===== src/rtl/can_message_fifo_pkg.sv =====
// Shared CAN message types for the receive FIFO: frame record, frame type
// constants and the DLC-to-byte-count decode.
package can_msg_pkg;

    localparam int unsigned CAN_ID_MAX_W   = 29;
    localparam int unsigned CAN_DATA_MAX_W = 64;
    localparam int unsigned CAN_MAX_BYTES  = 8;

    typedef enum logic {
        CAN_FRAME_DATA   = 1'b0,
        CAN_FRAME_REMOTE = 1'b1
    } can_frame_e;

    // Fields sized for the widest build; narrower builds keep the low bits.
    typedef struct packed {
        logic [CAN_ID_MAX_W-1:0]   identifier;
        logic [3:0]                dlc;
        logic [CAN_DATA_MAX_W-1:0] data;
        can_frame_e                frame_type;
    } can_msg_t;

    // Remote frames carry no payload; DLC codes above 8 still mean 8 bytes.
    function automatic logic [3:0] dlc_to_bytes(input logic [3:0] dlc, input can_frame_e ft);
        if (ft == CAN_FRAME_REMOTE) begin
            return 4'd0;
        end
        if (dlc > 4'(CAN_MAX_BYTES)) begin
            return 4'(CAN_MAX_BYTES);
        end
        return dlc;
    endfunction

endpackage


===== src/rtl/can_message_fifo_if.sv =====
// Decoder-side write bus, consumer-side show-ahead read bus and FIFO status
// for can_message_fifo. master = decoder/consumer, slave = the FIFO.
interface can_message_fifo_if #(
    parameter int unsigned DEPTH      = 4,
    parameter int unsigned ID_WIDTH   = 11,
    parameter int unsigned DATA_WIDTH = 64,
    parameter int unsigned OVF_CNT_W  = 8
);
    localparam int unsigned FILL_W = $clog2(DEPTH) + 1;

    logic                  rx_message_valid;
    logic [ID_WIDTH-1:0]   received_identifier;
    logic [3:0]            received_dlc;
    logic [DATA_WIDTH-1:0] received_data;
    logic                  received_frame_type;

    logic                  out_valid;
    logic                  out_ready;
    logic [ID_WIDTH-1:0]   out_identifier;
    logic [3:0]            out_dlc;
    logic [3:0]            out_byte_count;
    logic [DATA_WIDTH-1:0] out_data;
    logic                  out_frame_type;

    logic                  new_message_available;
    logic [FILL_W-1:0]     fill_level;
    logic                  buffer_full;
    logic                  buffer_empty;
    logic                  almost_full;
    logic                  overflow_pulse;
    logic [OVF_CNT_W-1:0]  overflow_count;

    modport master (
        output rx_message_valid, received_identifier, received_dlc, received_data,
               received_frame_type, out_ready,
        input  out_valid, out_identifier, out_dlc, out_byte_count, out_data, out_frame_type,
               new_message_available, fill_level, buffer_full, buffer_empty, almost_full,
               overflow_pulse, overflow_count
    );

    modport slave (
        input  rx_message_valid, received_identifier, received_dlc, received_data,
               received_frame_type, out_ready,
        output out_valid, out_identifier, out_dlc, out_byte_count, out_data, out_frame_type,
               new_message_available, fill_level, buffer_full, buffer_empty, almost_full,
               overflow_pulse, overflow_count
    );

endinterface


===== src/rtl/can_message_fifo_ptr_ctrl.sv =====
// Pointer/occupancy control for can_message_fifo: read/write pointers, fill
// level, full/empty/almost-full, overflow detection and saturating count.
// Optional CAN_MSG_FIFO_OVERWRITE_EN: a push into a full FIFO with no pop
// replaces the oldest entry instead of being dropped.
module can_fifo_ptr_ctrl #(
    parameter int unsigned DEPTH       = 4,
    parameter int unsigned AFULL_LEVEL = DEPTH - 1,
    parameter int unsigned OVF_CNT_W   = 8,
    localparam int unsigned PTR_W      = $clog2(DEPTH),
    localparam int unsigned FILL_W     = PTR_W + 1
) (
    input  logic                 clock,
    input  logic                 reset_n,
    input  logic                 enable,
    input  logic                 push_i,
    input  logic                 pop_req_i,
    output logic                 wr_en_o,
    output logic [PTR_W-1:0]     wr_ptr_o,
    output logic [PTR_W-1:0]     rd_ptr_o,
    output logic [FILL_W-1:0]    fill_level_o,
    output logic                 full_o,
    output logic                 empty_o,
    output logic                 almost_full_o,
    output logic                 new_msg_o,
    output logic                 ovf_pulse_o,
    output logic [OVF_CNT_W-1:0] ovf_count_o
);

    logic [PTR_W-1:0]     wr_ptr_q, wr_ptr_d;
    logic [PTR_W-1:0]     rd_ptr_q, rd_ptr_d;
    logic [FILL_W-1:0]    count_q, count_d;
    logic [OVF_CNT_W-1:0] ovf_cnt_q, ovf_cnt_d;
    logic                 new_msg_q, new_msg_d;
    logic                 ovf_pulse_q, ovf_pulse_d;

    logic full, empty, pop, ovf, wr_en, rd_adv;

    assign full  = (count_q == FILL_W'(DEPTH));
    assign empty = (count_q == '0);

    // Next-state for pointers, occupancy and overflow bookkeeping.
    always_comb begin
        pop    = !empty && pop_req_i;
        ovf    = push_i && full && !pop;
`ifdef CAN_MSG_FIFO_OVERWRITE_EN
        // On overflow the slot at wr_ptr is the oldest entry (pointers are
        // equal when full), so writing it and advancing rd_ptr drops the oldest.
        wr_en  = push_i;
        rd_adv = pop || ovf;
`else
        wr_en  = push_i && !ovf;
        rd_adv = pop;
`endif
        if (!enable) begin
            wr_en  = 1'b0;
            rd_adv = 1'b0;
            ovf    = 1'b0;
        end

        wr_ptr_d    = wr_ptr_q + PTR_W'(wr_en);
        rd_ptr_d    = rd_ptr_q + PTR_W'(rd_adv);
        count_d     = count_q + FILL_W'(wr_en) - FILL_W'(rd_adv);
        ovf_cnt_d   = ovf_cnt_q;
        if (ovf && (ovf_cnt_q != '1)) begin
            ovf_cnt_d = ovf_cnt_q + OVF_CNT_W'(1);
        end
        new_msg_d   = wr_en;
        ovf_pulse_d = ovf;

        if (!enable) begin
            wr_ptr_d  = '0;
            rd_ptr_d  = '0;
            count_d   = '0;
            ovf_cnt_d = '0;
        end
    end

    // State registers with asynchronous active-low reset.
    always_ff @(posedge clock or negedge reset_n) begin
        if (!reset_n) begin
            wr_ptr_q    <= '0;
            rd_ptr_q    <= '0;
            count_q     <= '0;
            ovf_cnt_q   <= '0;
            new_msg_q   <= 1'b0;
            ovf_pulse_q <= 1'b0;
        end else begin
            wr_ptr_q    <= wr_ptr_d;
            rd_ptr_q    <= rd_ptr_d;
            count_q     <= count_d;
            ovf_cnt_q   <= ovf_cnt_d;
            new_msg_q   <= new_msg_d;
            ovf_pulse_q <= ovf_pulse_d;
        end
    end

    assign wr_en_o       = wr_en;
    assign wr_ptr_o      = wr_ptr_q;
    assign rd_ptr_o      = rd_ptr_q;
    assign fill_level_o  = count_q;
    assign full_o        = full;
    assign empty_o       = empty;
    assign almost_full_o = (count_q >= FILL_W'(AFULL_LEVEL));
    assign new_msg_o     = new_msg_q;
    assign ovf_pulse_o   = ovf_pulse_q;
    assign ovf_count_o   = ovf_cnt_q;

endmodule


===== src/rtl/can_message_fifo.sv =====
// CAN receive message FIFO: DEPTH-entry show-ahead buffer between the frame
// decoder and the message validator/host. Holds frame storage and output
// decode; pointer and status logic lives in can_fifo_ptr_ctrl.
// Optional CAN_MSG_FIFO_OVERWRITE_EN: overflowing push replaces the oldest frame.
module can_message_fifo
    import can_msg_pkg::*;
#(
    parameter int unsigned DEPTH       = 4,
    parameter int unsigned ID_WIDTH    = 11,
    parameter int unsigned DATA_WIDTH  = 64,
    parameter int unsigned AFULL_LEVEL = DEPTH - 1,
    parameter int unsigned OVF_CNT_W   = 8
) (
    input  logic            clock,
    input  logic            reset_n,
    input  logic            enable,
    can_message_fifo_if.slave bus
);

    localparam int unsigned PTR_W  = $clog2(DEPTH);
    localparam int unsigned FILL_W = PTR_W + 1;

    logic [PTR_W-1:0] wr_ptr, rd_ptr;
    logic             wr_en, empty;

    can_msg_t mem_q [DEPTH];
    can_msg_t msg_d;
    can_msg_t head;

    can_fifo_ptr_ctrl #(
        .DEPTH       (DEPTH),
        .AFULL_LEVEL (AFULL_LEVEL),
        .OVF_CNT_W   (OVF_CNT_W)
    ) u_ptr_ctrl (
        .clock         (clock),
        .reset_n       (reset_n),
        .enable        (enable),
        .push_i        (bus.rx_message_valid),
        .pop_req_i     (bus.out_ready),
        .wr_en_o       (wr_en),
        .wr_ptr_o      (wr_ptr),
        .rd_ptr_o      (rd_ptr),
        .fill_level_o  (bus.fill_level),
        .full_o        (bus.buffer_full),
        .empty_o       (empty),
        .almost_full_o (bus.almost_full),
        .new_msg_o     (bus.new_message_available),
        .ovf_pulse_o   (bus.overflow_pulse),
        .ovf_count_o   (bus.overflow_count)
    );

    // Pack the incoming frame; payload bits past the byte count are kept as-is.
    always_comb begin
        msg_d            = '0;
        msg_d.identifier = CAN_ID_MAX_W'(bus.received_identifier);
        msg_d.dlc        = bus.received_dlc;
        msg_d.data       = CAN_DATA_MAX_W'(bus.received_data);
        msg_d.frame_type = can_frame_e'(bus.received_frame_type);
    end

    // Frame storage; contents need no reset since reads are masked when empty.
    always_ff @(posedge clock) begin
        if (wr_en) begin
            mem_q[wr_ptr] <= msg_d;
        end
    end

    // Show-ahead head entry, forced to zero while the FIFO holds nothing.
    always_comb begin
        head = '0;
        if (!empty) begin
            head = mem_q[rd_ptr];
        end
    end

    assign bus.out_valid      = !empty;
    assign bus.buffer_empty   = empty;
    assign bus.out_identifier = head.identifier[ID_WIDTH-1:0];
    assign bus.out_dlc        = head.dlc;
    assign bus.out_data       = head.data[DATA_WIDTH-1:0];
    assign bus.out_frame_type = head.frame_type;
    assign bus.out_byte_count = dlc_to_bytes(head.dlc, head.frame_type);

    // Upper bits of the max-width fields are unused in narrower builds.
    logic unused_head_bits;
    assign unused_head_bits = ^{head.identifier, head.data};

endmodule


===== src/flat_wrapper.sv =====
// flat-port wrapper written by rule: the top's interface ports become plain ports
module can_message_fifo_flat import can_msg_pkg::*;
#(
    parameter int unsigned DEPTH       = 4,
    parameter int unsigned ID_WIDTH    = 11,
    parameter int unsigned DATA_WIDTH  = 64,
    parameter int unsigned AFULL_LEVEL = DEPTH - 1,
    parameter int unsigned OVF_CNT_W   = 8
)
  (clock, reset_n, enable, bus_rx_message_valid, bus_received_identifier, bus_received_dlc, bus_received_data, bus_received_frame_type, bus_out_ready, bus_out_valid, bus_out_identifier, bus_out_dlc, bus_out_byte_count, bus_out_data, bus_out_frame_type, bus_new_message_available, bus_fill_level, bus_buffer_full, bus_buffer_empty, bus_almost_full, bus_overflow_pulse, bus_overflow_count);
  can_message_fifo_if #(.DEPTH(DEPTH), .ID_WIDTH(ID_WIDTH), .DATA_WIDTH(DATA_WIDTH), .OVF_CNT_W(OVF_CNT_W)) bus_i ();
  input  logic clock;
  input  logic reset_n;
  input  logic enable;
  input wire logic [$bits(bus_i.rx_message_valid)-1:0] bus_rx_message_valid;
  input wire logic [$bits(bus_i.received_identifier)-1:0] bus_received_identifier;
  input wire logic [$bits(bus_i.received_dlc)-1:0] bus_received_dlc;
  input wire logic [$bits(bus_i.received_data)-1:0] bus_received_data;
  input wire logic [$bits(bus_i.received_frame_type)-1:0] bus_received_frame_type;
  input wire logic [$bits(bus_i.out_ready)-1:0] bus_out_ready;
  output wire logic [$bits(bus_i.out_valid)-1:0] bus_out_valid;
  output wire logic [$bits(bus_i.out_identifier)-1:0] bus_out_identifier;
  output wire logic [$bits(bus_i.out_dlc)-1:0] bus_out_dlc;
  output wire logic [$bits(bus_i.out_byte_count)-1:0] bus_out_byte_count;
  output wire logic [$bits(bus_i.out_data)-1:0] bus_out_data;
  output wire logic [$bits(bus_i.out_frame_type)-1:0] bus_out_frame_type;
  output wire logic [$bits(bus_i.new_message_available)-1:0] bus_new_message_available;
  output wire logic [$bits(bus_i.fill_level)-1:0] bus_fill_level;
  output wire logic [$bits(bus_i.buffer_full)-1:0] bus_buffer_full;
  output wire logic [$bits(bus_i.buffer_empty)-1:0] bus_buffer_empty;
  output wire logic [$bits(bus_i.almost_full)-1:0] bus_almost_full;
  output wire logic [$bits(bus_i.overflow_pulse)-1:0] bus_overflow_pulse;
  output wire logic [$bits(bus_i.overflow_count)-1:0] bus_overflow_count;
  assign bus_i.rx_message_valid = bus_rx_message_valid;
  assign bus_i.received_identifier = bus_received_identifier;
  assign bus_i.received_dlc = bus_received_dlc;
  assign bus_i.received_data = bus_received_data;
  assign bus_i.received_frame_type = bus_received_frame_type;
  assign bus_i.out_ready = bus_out_ready;
  assign bus_out_valid = bus_i.out_valid;
  assign bus_out_identifier = bus_i.out_identifier;
  assign bus_out_dlc = bus_i.out_dlc;
  assign bus_out_byte_count = bus_i.out_byte_count;
  assign bus_out_data = bus_i.out_data;
  assign bus_out_frame_type = bus_i.out_frame_type;
  assign bus_new_message_available = bus_i.new_message_available;
  assign bus_fill_level = bus_i.fill_level;
  assign bus_buffer_full = bus_i.buffer_full;
  assign bus_buffer_empty = bus_i.buffer_empty;
  assign bus_almost_full = bus_i.almost_full;
  assign bus_overflow_pulse = bus_i.overflow_pulse;
  assign bus_overflow_count = bus_i.overflow_count;
  can_message_fifo #(.DEPTH(DEPTH), .ID_WIDTH(ID_WIDTH), .DATA_WIDTH(DATA_WIDTH), .AFULL_LEVEL(AFULL_LEVEL), .OVF_CNT_W(OVF_CNT_W)) u_core (.clock(clock), .reset_n(reset_n), .enable(enable), .bus(bus_i));
endmodule

===== config.mk =====
export PLATFORM = sky130hd
export DESIGN_NAME = can_message_fifo_flat
export DESIGN_NICKNAME = d
export VERILOG_FILES = /design/src/rtl/can_message_fifo_pkg.sv /design/src/rtl/can_message_fifo_if.sv /design/src/rtl/can_message_fifo_ptr_ctrl.sv /design/src/rtl/can_message_fifo.sv /design/src/flat_wrapper.sv
export SDC_FILE = /design/constraint.sdc
export NUM_CORES = 1
export LEC_CHECK = 0
export CAP_MARGIN = 20
export CORE_ASPECT_RATIO = 1.4
export CORE_MARGIN = 10
export CORE_UTILIZATION = 37
export DETAILED_ROUTE_END_ITERATION = 16
export GPL_TIMING_DRIVEN = 1
export PLACE_DENSITY = 0.6
export SLEW_MARGIN = 20
export SYNTH_ARGS = -nofsm -noshare
export SYNTH_HDL_FRONTEND = slang
export SYNTH_HIERARCHICAL = 1
export SYNTH_SLANG_ARGS = --single-unit

===== constraint.sdc =====
create_clock -name clock -period 19.4 [get_ports clock]
set_clock_uncertainty 0.15 [all_clocks]
set_input_delay 1.94 -clock clock [delete_from_list [all_inputs] [get_ports clock]]
set_output_delay 1.94 -clock clock [all_outputs]
set_load 0.005 [all_outputs]

==> results of run 1 <==
cells by family after synthesis:
group,after synthesis,share of synthesized area [%]
flip-flops,337,76.9
AND/OR/NAND/NOR,125,5.63
multiplexers,83,14.0
buffers and inverters,41,1.69
AO/OA/AOI/OAI,14,0.671
adder cells (fa/ha/maj),7,0.729
XOR/XNOR,5,0.336
worst paths after layout:
| kind | from | to | slack [ns] | cells past startpoint |
|---|---|---|---|---|
| worst max-delay path | u_core/u_ptr_ctrl/rd_ptr_o[1]$_DFF_PN0_ | bus_out_byte_count[1] | 14.01 | 5 |
| worst min-delay path | u_core/u_ptr_ctrl/ovf_count_o[5]$_DFFE_PN0P_ | u_core/u_ptr_ctrl/ovf_count_o[5]$_DFFE_PN0P_ | 0.43 | 1 |
| worst max register to register | u_core/u_ptr_ctrl/fill_level_o[1]$_DFF_PN0_ | u_core/mem_q[1][13]$_DFFE_PP_ | 16.30 | 4 |
| worst min register to register | u_core/u_ptr_ctrl/ovf_count_o[5]$_DFFE_PN0P_ | u_core/u_ptr_ctrl/ovf_count_o[5]$_DFFE_PN0P_ | 0.43 | 1 |
| max in group asynchronous | reset_n | u_core/u_ptr_ctrl/rd_ptr_o[1]$_DFF_PN0_ | 16.74 | 1 |
| min in group asynchronous | reset_n | u_core/u_ptr_ctrl/ovf_count_o[6]$_DFFE_PN0P_ | 1.76 | 1 |
worst register-to-register path, delay by kind of cell, from the launching register on:
kind                   cells  cell delay, ns
buffers and inverters      1            0.67
DFF                        1            0.54
and+or+nand+nor            3            1.32
state kept, by name, summed over array words and instances, names as in the netlist:
name                            count
u_core/u_ptr_ctrl/ovf_count_o       8
u_core/mem_q                      320
u_core/u_ptr_ctrl/new_msg_o         1
u_core/u_ptr_ctrl/rd_ptr_o          2
u_core/u_ptr_ctrl/fill_level_o      3
u_core/u_ptr_ctrl/wr_ptr_o          2
u_core/u_ptr_ctrl/ovf_pulse_o       1
final cells by class:
cell class,count,area share [%]
clock buffer,43,5.74
tap,456,3.45
multi-input combinational,234,17.0
timing repair buffer,195,11.7
inverter,14,0.325
clock inverter,19,1.04
sequential,337,60.7
antenna,1,0.0151
placed cells by master (no fill, tap or decap), types with 6 or more instances in the layout:
cell | synthesis | final
clkbuf_1 | 15 | 6
ha_1 | 6 | 6
clkdlybuf4s50_1 | 0 | 185
nand2_1 | 12 | 12
buf_4 | 0 | 10
clkinv_1 | 0 | 8
inv_1 | 14 | 13
edfxtp_1 | 320 | 320
mux4_2 | 80 | 80
dfrtp_1 | 17 | 15
and2_1 | 80 | 80
clkbuf_16 | 0 | 37
nor2_1 | 14 | 13
metrics by stage:
| step | std cells | utilization, % | worst slack, ns |
|---|---|---|---|
| 3_3_place_gp | 1236 | 44.2 | 14.16 |
| 6_report | 1299 | 47.4 | 14.01 |
| 4_1_cts | 1298 | 47.4 | 13.85 |
| 3_5_place_dp | 1236 | 44.2 | 14.11 |
| 5_1_grt | 1298 | 47.4 | 13.82 |
| 2_1_floorplan | 612 | - | 10.27 |
power by group through the flow:
| stage | Clock (mW) | Combinational (mW) | Sequential, mW |
|---|---|---|---|
| 2_1_floorplan | 0 | 0.185 | 0.849 |
| 3_3_place_gp | 0 | 0.419 | 0.854 |
| 3_5_place_dp | 0 | 0.419 | 0.855 |
| 4_1_cts | 0.668 | 0.421 | 0.840 |
| 5_1_grt | 0.695 | 0.442 | 0.842 |
| 6_report | 0.647 | 0.403 | 0.839 |
metal layers:
metal | track usage [%] | vias to the layer above
met2 | 22.3 | 164
met1 | 14.8 | 3321
met3 | 3.85 | 40
met4 | 3.80 | 4
met5 | 0 | -
li1 | - | 2860
==> results.md, run 1 <==
* Status: complete, no violations
* Fin area at 16500 sq um
* Crit Path Class: reg2out
* Crit path required time at 17.31 ns
* Register area at 10000 sq um
* Vias at 6389
* GPL Wtd Cong at 0.781
* Root buf cell: clkbuf_16
* Final slew viol count at 0
* Delay-heaviest family, CP: buffers and inverters
* First-pass GRT wire length at 42.5 mm
* Total power at 1.89 mW
* Period utilization at 27.8%
* Main synth FF type: edfxtp_1
* Number of port buffers at 185
* Min Tclk post-route at 5.39 ns
* DR DRC count at 0
* WL met3 at 1.94 mm
* Maximum clock rate at 186 MHz
* WL/cell at 21.3 um
* Final hold viol count at 0
* Syn-to-layout area delta at 26.7%
* EDFF count, synth at 320
* Worst vdd ir at 162 uV
* Power share of the combinational group at 21.3%
* Total CTS buffers at 34
* Antenna violations before repair at 3
* P_leak at 5.30 nW
* Vias in the first global route at 7117
* Share of the synthesized area in the top cell type at 73.6%
* Setup violators final at 0
* H-tree levels at 2
* Top-level I/O count at 186
* Crit path buf inv count at 2
* Antenna Nets Post-Route at 0
* Syn_area_per_cell at 21.3 sq um
* Max Cap Viol at 0
* Total die area at 43300 sq um
* Core area at 34900 sq um
* CP cell instances: buf_4 > mux4_2 > or2_1 > nor2_1 > clkdlybuf4s50_1
* Cell taking the most area after synthesis: edfxtp_1
* Hold WS at 0.427 ns
* Synth cell count leaders: edfxtp_1 (320), and2_1 (80), mux4_2 (80), dfrtp_1 (17), clkbuf_1 (15)
* Hold crit path type: reg2reg
* Seq pwr share at 44.4%
* Initial drt markers at 382
* Unrepaired setup endpoints after global routing: false
* NetSw at 0.442 mW
* Worst Tran Pin Value at 0.832 ns
* Die X at 179 um
* Largest net degree at the start of global routing at 82
* Die outline height at 242 um
* Drt pass-1 iters at 4
* Vias/cell at 4.92
* Nets@finish at 908
* Sequential-to-total area share from yosys stat at 76.9%
* Data arrival, critical path at 3.30 ns
* Filler instances at 2946
* Max layer used: met5
* PD cells at 114 nW/um^2
* Number of gates resized after CTS at 0
* Clock latency on the worst-skew pair at 0.51 ns
* Setup Buffers After CTS at 0
* Critical Path Sink Type: output port
* Slew headroom at 44.5%
* Row count at 81
* Reg clk slew, reported paths at 0.06 ns
* CTS tree: yes
* Cts hold-fix bufs at 0
* Flops & latches, synth at 337
* Num Clock Sinks at 337
* WL final at 27.6 mm
* Post-synth cell types at 34
* HPWL Detailed at 16.8 mm
* Mapped Area at 13000 sq um
* Initial Utilization at 37.4%
* Setup TNS Final at 0 ns
* YS warnings at 6
* Met2 WL at 14.3 mm
* Post-route met1 wirelength at 10.7 mm
* Switching share of power at 23.4%
* Asr flop ratio synth at 5.04%
* Crit start category: register
* Post-place instance area at 15400 sq um
* Crit-path max FO at 49
* Top-count cell post-synth: edfxtp_1
* Clk buf depth at 3
* GRT overflow at 0
* Post-Synthesis Cells at 612
* Total Routing Usage GR at 12.8%
* Multi-input gate area at 2810 sq um
* Synth area leaders: edfxtp_1 (74%), mux4_2 (14%), and2_1 (3.8%), dfrtp_1 (3.3%), ha_1 (0.58%)
* Clock share of power at 34.2%
* Slowest-stage cell, CP: dfrtp_4
* Share of cells above drive strength 1 at 17.5%
* Synthesized Nets at 704
* Internal at 1.45 mW
* Slowest cell delay on critical path at 0.76 ns
Power figures use the tool's default switching activity.
==> inputs of run 2 (changes only) <==
- clock period: 19.4 -> 5 ns (I/O delays scaled with it)
==> results.md, run 2 (same netlist as run 1, synthesis figures left out) <==
* Clk buf depth at 3 (unchanged)
* Clock latency on the worst-skew pair at 0.50 ns (about the same)
* Core area at 34900 sq um (unchanged)
* Share of cells above drive strength 1 at 17.6% (+0.10 points)
* Worst vdd ir at 291 uV (+80%)
* Die outline height at 242 um (unchanged)
* Placed Instances at 1238 (+0.16%)
* WL/cell at 21.3 um (about the same)
* Crit Path Class: reg2out
* WL final at 27.5 mm (-0.48%)
* Setup Slack @ Placement at 1.66 ns (-12.45 ns)
* Power share of the combinational group at 21.2% (about the same)
* Root buf cell: clkbuf_16
* Clock share of power at 34.2% (about the same)
* Total Routing Usage GR at 12.8% (+0.018 points)
* Setup TNS Final at 0 ns (unchanged)
* Reg2Reg Launch Point: u_core/u_ptr_ctrl/fill_level_o[1]$_DFF_PN0_
* Worst Tran Pin Value at 0.874 ns (+0.0420 ns)
* Final slew viol count at 0 (unchanged)
* PD cells at 443 nW/um^2 (+290%)
* HPWL Detailed at 17.1 mm (+1.9%)
* Final antenna diode count at 0 (-1)
* Row count at 81 (unchanged)
* Vias/cell at 4.95 (+0.57%)
* Setup violators final at 0 (unchanged)
* Register area at 10000 sq um (unchanged)
* Hold crit path type: in2async
* Setup Buffers After CTS at 0 (unchanged)
* Syn-to-layout area delta at 27.2%
* Setup ws final at 1.25 ns (-12.76 ns)
* NetSw at 1.70 mW (+280%)
* Critical Path Sink Type: output port
* Drt pass-1 iters at 4 (unchanged)
* Delay-heaviest family, CP: flip-flops
* Total CTS buffers at 34 (unchanged)
* Num Clock Sinks at 337 (unchanged)
* Nets@finish at 910 (+0.22%)
* Maximum clock rate at 267 MHz
* Total power at 7.35 mW (+290%)
* Fin area at 16600 sq um (+0.36%)
* Slew headroom at 41.7% (-2.8 points)
* Crit start category: register
* Data arrival, critical path at 3.10 ns (-0.20 ns)
* Crit path required time at 4.35 ns (-12.96 ns)
* Status: complete, no violations
* Slowest-stage cell, CP: dfrtp_4
* Number of gates resized after CTS at 0 (unchanged)
* Slowest cell delay on critical path at 0.97 ns (+0.21 ns)
* Antenna violations before repair at 3 (unchanged)
* Final hold viol count at 0 (unchanged)
* Filler instances at 2978 (+1.1%)
* GPL Wtd Cong at 0.750 (-4.0%)
* Multi-input gate area at 2820 sq um (+0.22%)
* Depth of the worst register-to-register path at 4 (unchanged)
* Cts hold-fix bufs at 0 (unchanged)
* Crit-path max FO at 39 (-20%)
* Initial drt markers at 271 (-29%)
* DR DRC count at 0 (unchanged)
* Vias at 6396 (+0.11%)
* GRT overflow at 0 (unchanged)
* Number of port buffers at 185 (unchanged)
* Most common cell after layout, fill and taps aside: edfxtp_1
* Hold WS at 0.323 ns (-0.104 ns)
* Final Non-Filler Cells at 1293 (-0.46%)
* Post-place instance area at 15500 sq um (+0.54%)
* Most frequent cells in the layout: edfxtp_1 (320), clkdlybuf4s50_1 (185), mux4_2 (80), and2_1 (80), clkbuf_16 (35)
* Origin of the worst setup path: u_core/u_ptr_ctrl/rd_ptr_o[0]$_DFF_PN0_
* Min Tclk post-route at 3.75 ns
* CTS tree: yes
* P_leak at 5.31 nW (+0.20%)
* Max Cap Viol at 0 (unchanged)
* Switching share of power at 23.1% (-0.28 points)
* Total die area at 43300 sq um (unchanged)
* Antenna Nets Post-Route at 0 (unchanged)
* Unrepaired setup endpoints after global routing: false
* Reg clk slew, reported paths at 0.06 ns (about the same)
* WP depth at 4 (-1)
* Max reg flops at 320 (unchanged)
* Seq pwr share at 44.6% (+0.2 points)
* Final Util at 47.6% (+0.17 points)
* Period utilization at 74.9%
* Largest net degree at the start of global routing at 81 (-1.2%)
* Biggest register: u_core/mem_q
* H-tree levels at 2 (unchanged)
* First-pass GRT wire length at 42.4 mm (-0.44%)
* Crit path buf inv count at 2 (unchanged)
* Die X at 179 um (unchanged)
* Initial Utilization at 37.4% (unchanged)
* Vias in the first global route at 7177 (+0.84%)
* Top-level I/O count at 186 (unchanged)
* Internal at 5.65 mW (+290%)
* CP cell instances: buf_4 > mux4_2 > and2_1 > clkdlybuf4s50_1
run 2: final timing paths:
check | end | slack (ns)
worst max-delay path | bus_out_data[41] | 1.25
worst min-delay path | u_core/u_ptr_ctrl/ovf_count_o[7]$_DFFE_PN0P_ | 0.32
worst max register to register | u_core/mem_q[1][26]$_DFFE_PP_ | 2.36
worst min register to register | u_core/u_ptr_ctrl/ovf_count_o[5]$_DFFE_PN0P_ | 0.46
max in group asynchronous | u_core/u_ptr_ctrl/rd_ptr_o[0]$_DFF_PN0_ | 3.78
min in group clock | u_core/u_ptr_ctrl/ovf_count_o[5]$_DFFE_PN0P_ | 0.46
run 2: area by class of cell:
cell class,count,area share (%)
Clock buffer,37,5.32
Clock inverter,18,1.31
Inverter,14,0.317
Multi-Input combinational cell,234,17.0
Sequential cell,337,60.5
Tap cell,456,3.44
Timing Repair Buffer,197,12.1
run 2: power groups by stage:
stage / sequential [mW] / combinational [mW] / clock (mW)
after floorplan: 3.29 / 0.717 / 0
after global placement: 3.34 / 1.61 / 0
after detailed placement: 3.34 / 1.61 / 0
after CTS: 3.28 / 1.62 / 2.60
after global routing: 3.29 / 1.69 / 2.70
final: 3.28 / 1.55 / 2.52
run 2: metal layers:
layer	up-vias	wire, um	part of all wire (%)	track usage [%]
li1	2868	-	-	-
met5	-	34	0.12	0
met2	173	14400	52	22.9
met3	41	1660	6.1	3.09
met4	6	578	2.1	4.02
met1	3308	10800	39	14.7
run 2: worst reg2reg max path, stage by stage (launching register included):
cell and delay [ns]:
dfrtp_1 0.53, nor4b_4 0.13, nor2_1 0.39, and3b_4 0.70
buf_12 0.40
==> inputs of run 3 (changes only) <==
- PLACE_DENSITY: 0.6 -> 0.62
- clock period: 5 -> 3.15 ns (I/O delays scaled with it)
==> results.md, run 3 (same netlist as run 1, synthesis figures left out) <==
* Max Cap Viol at 0 (unchanged)
* Die X at 179 um (unchanged)
* Number of port buffers at 185 (unchanged)
* PD cells at 688 nW/um^2 (+55%)
* Fin area at 16700 sq um (+0.81%)
* Final hold viol count at 0 (unchanged)
* Syn-to-layout area delta at 28.2%
* Clock latency on the worst-skew pair at 0.55 ns (+0.05 ns)
* Worst vdd ir at 447 uV (+53%)
* Delay-heaviest family, CP: buffers and inverters
* Most common cell after layout, fill and taps aside: edfxtp_1
* Num Clock Sinks at 337 (unchanged)
* Root buf cell: clkbuf_16
* Vias/cell at 4.91 (-0.76%)
* Share of cells above drive strength 1 at 19.0% (+1.4 points)
* Setup ws final at 0.136 ns (-1.12 ns)
* Core area at 34900 sq um (unchanged)
* Crit path required time at 2.68 ns (-1.67 ns)
* First-pass GRT wire length at 42.8 mm (+1.2%)
* Hold crit path type: in2async
* P_leak at 5.38 nW (+1.4%)
* Setup TNS Final at 0 ns (unchanged)
* CTS tree: yes
* DR DRC count at 0 (unchanged)
* GRT overflow at 0 (unchanged)
* Post-place instance area at 15700 sq um (+1.2%)
* H-tree levels at 1 (-1)
* Hold WS at 0.112 ns (-0.211 ns)
* Min Tclk post-route at 3.01 ns
* Flop-to-flop setup slack at 0.74 ns (-1.62 ns)
* Vias in the first global route at 7140 (-0.52%)
* Reg-to-reg endpoint: u_core/u_ptr_ctrl/fill_level_o[2]$_DFF_PN0_
* Setup Slack @ Placement at 0.476 ns (-1.19 ns)
* GPL Wtd Cong at 0.746 (-0.57%)
* Reg clk slew, reported paths at 0.06 ns (about the same)
* Most frequent cells in the layout: edfxtp_1 (320), clkdlybuf4s50_1 (185), mux4_2 (80), and2_1 (80), clkbuf_16 (31)
* Row count at 81 (unchanged)
* Status: complete, no violations
* Total power at 11.5 mW (+57%)
* Placed Instances at 1249 (+0.89%)
* CP cell instances: buf_12 > mux4_2 > and2_1 > clkdlybuf4s50_1
* Clk buf depth at 3 (unchanged)
* Biggest register: u_core/mem_q
* Initial drt markers at 286 (+5.5%)
* Slowest-stage cell, CP: dfrtp_4
* Initial Utilization at 37.4% (unchanged)
* Setup violators final at 0 (unchanged)
* Die outline height at 242 um (unchanged)
* Final slew viol count at 0 (unchanged)
* Crit start category: register
* Maximum clock rate at 332 MHz
* Antenna violations before repair at 3 (unchanged)
* Crit path buf inv count at 2 (unchanged)
* Data arrival, critical path at 2.55 ns (-0.55 ns)
* Slew headroom at 41.0% (-0.70 points)
* Worst Tran Pin Value at 0.882 ns (+0.00778 ns)
* Vias at 6431 (+0.55%)
* Origin of the worst setup path: u_core/u_ptr_ctrl/rd_ptr_o[0]$_DFF_PN0_
* Antenna Nets Post-Route at 0 (unchanged)
* Largest net degree at the start of global routing at 46 (-43%)
* Critical Path Sink Type: output port
* Max reg flops at 320 (unchanged)
* Multi-input gate area at 2820 sq um (about the same)
* Nets@finish at 921 (+1.2%)
* Depth of the worst register-to-register path at 9 (+5)
* Final Util at 48.0% (+0.38 points)
* WL final at 27.8 mm (+1.0%)
* Reg2Reg Launch Point: u_core/u_ptr_ctrl/fill_level_o[0]$_DFF_PN0_
* Slowest cell delay on critical path at 0.54 ns (-0.43 ns)
* Total die area at 43300 sq um (unchanged)
* Filler instances at 2939 (-1.3%)
* WL/cell at 21.2 um (-0.28%)
* Cts hold-fix bufs at 0 (unchanged)
* Unrepaired setup endpoints after global routing: false
* Crit-path max FO at 23 (-41%)
* HPWL Detailed at 17.7 mm (+3.3%)
* Total Routing Usage GR at 12.8% (about the same)
* Period utilization at 95.7%
* Drt pass-1 iters at 5 (+1)
* Final Non-Filler Cells at 1310 (+1.3%)
* Register area at 10000 sq um (about the same)
* Crit Path Class: reg2out
* Total CTS buffers at 31 (-8.8%)
* Top-level I/O count at 186 (unchanged)
run 3: cell count changes in the layout (fill, tap and decap cells not counted), sizes merged:
cell,previous run,this run
buf,12,26
clkbuf,37,43
clkinvlp,3,0
bufinv,5,4
clkinv,9,10
diode,0,1
inv,15,14
run 3: final cells by class:
class                   count  share of cell area, %
diodes                      1                 0.0150
clock buffers              43                   5.03
clock inverters            14                   1.02
inverters                  14                  0.314
multi-input cells         234                   16.9
flip-flops and latches    337                   60.1
well taps                 456                   3.41
repair buffers            211                   13.3
run 3: layer usage:
| metal | wire length (um) | GRT usage (%) | vias up |
|---|---|---|---|
| met1 | 11100 | 15.4 | 3309 |
| li1 | - | - | 2894 |
| met4 | 472 | 3.36 | 4 |
| met5 | 27 | 0 | - |
| met3 | 1820 | 3.17 | 38 |
| met2 | 14400 | 22.4 | 186 |
run 3: timing repair:
action | 4_1_cts | 5_1_grt
endpoints found under the setup margin | 71 | 8
resized for setup | 0 | 2
endpoints found under the hold margin | 0 | 0
buffers inserted | 3 | 0
run 3: worst max path at each step:
stage,end,slack [ns],depth (start not counted)
6_report,bus_out_data[44],0.14,4
5_1_grt,bus_out_data[29],0.005,4
4_1_cts,bus_out_data[14],0.03,4
3_5_place_dp,bus_out_data[14],0.48,4
3_3_place_gp,bus_out_data[19],0.49,4
2_1_floorplan,u_core/mem_q[0][0]$_DFFE_PP_,-0.28,3
run 3: power by group:
part / switching [mW] / internal (mW) / leakage (nW)
Combinational: 1.06 / 1.57 / 1.75
Clock: 1.54 / 2.18 / 0.499
Sequential: 0.0749 / 5.07 / 3.13
Total: 2.68 / 8.82 / 5.38
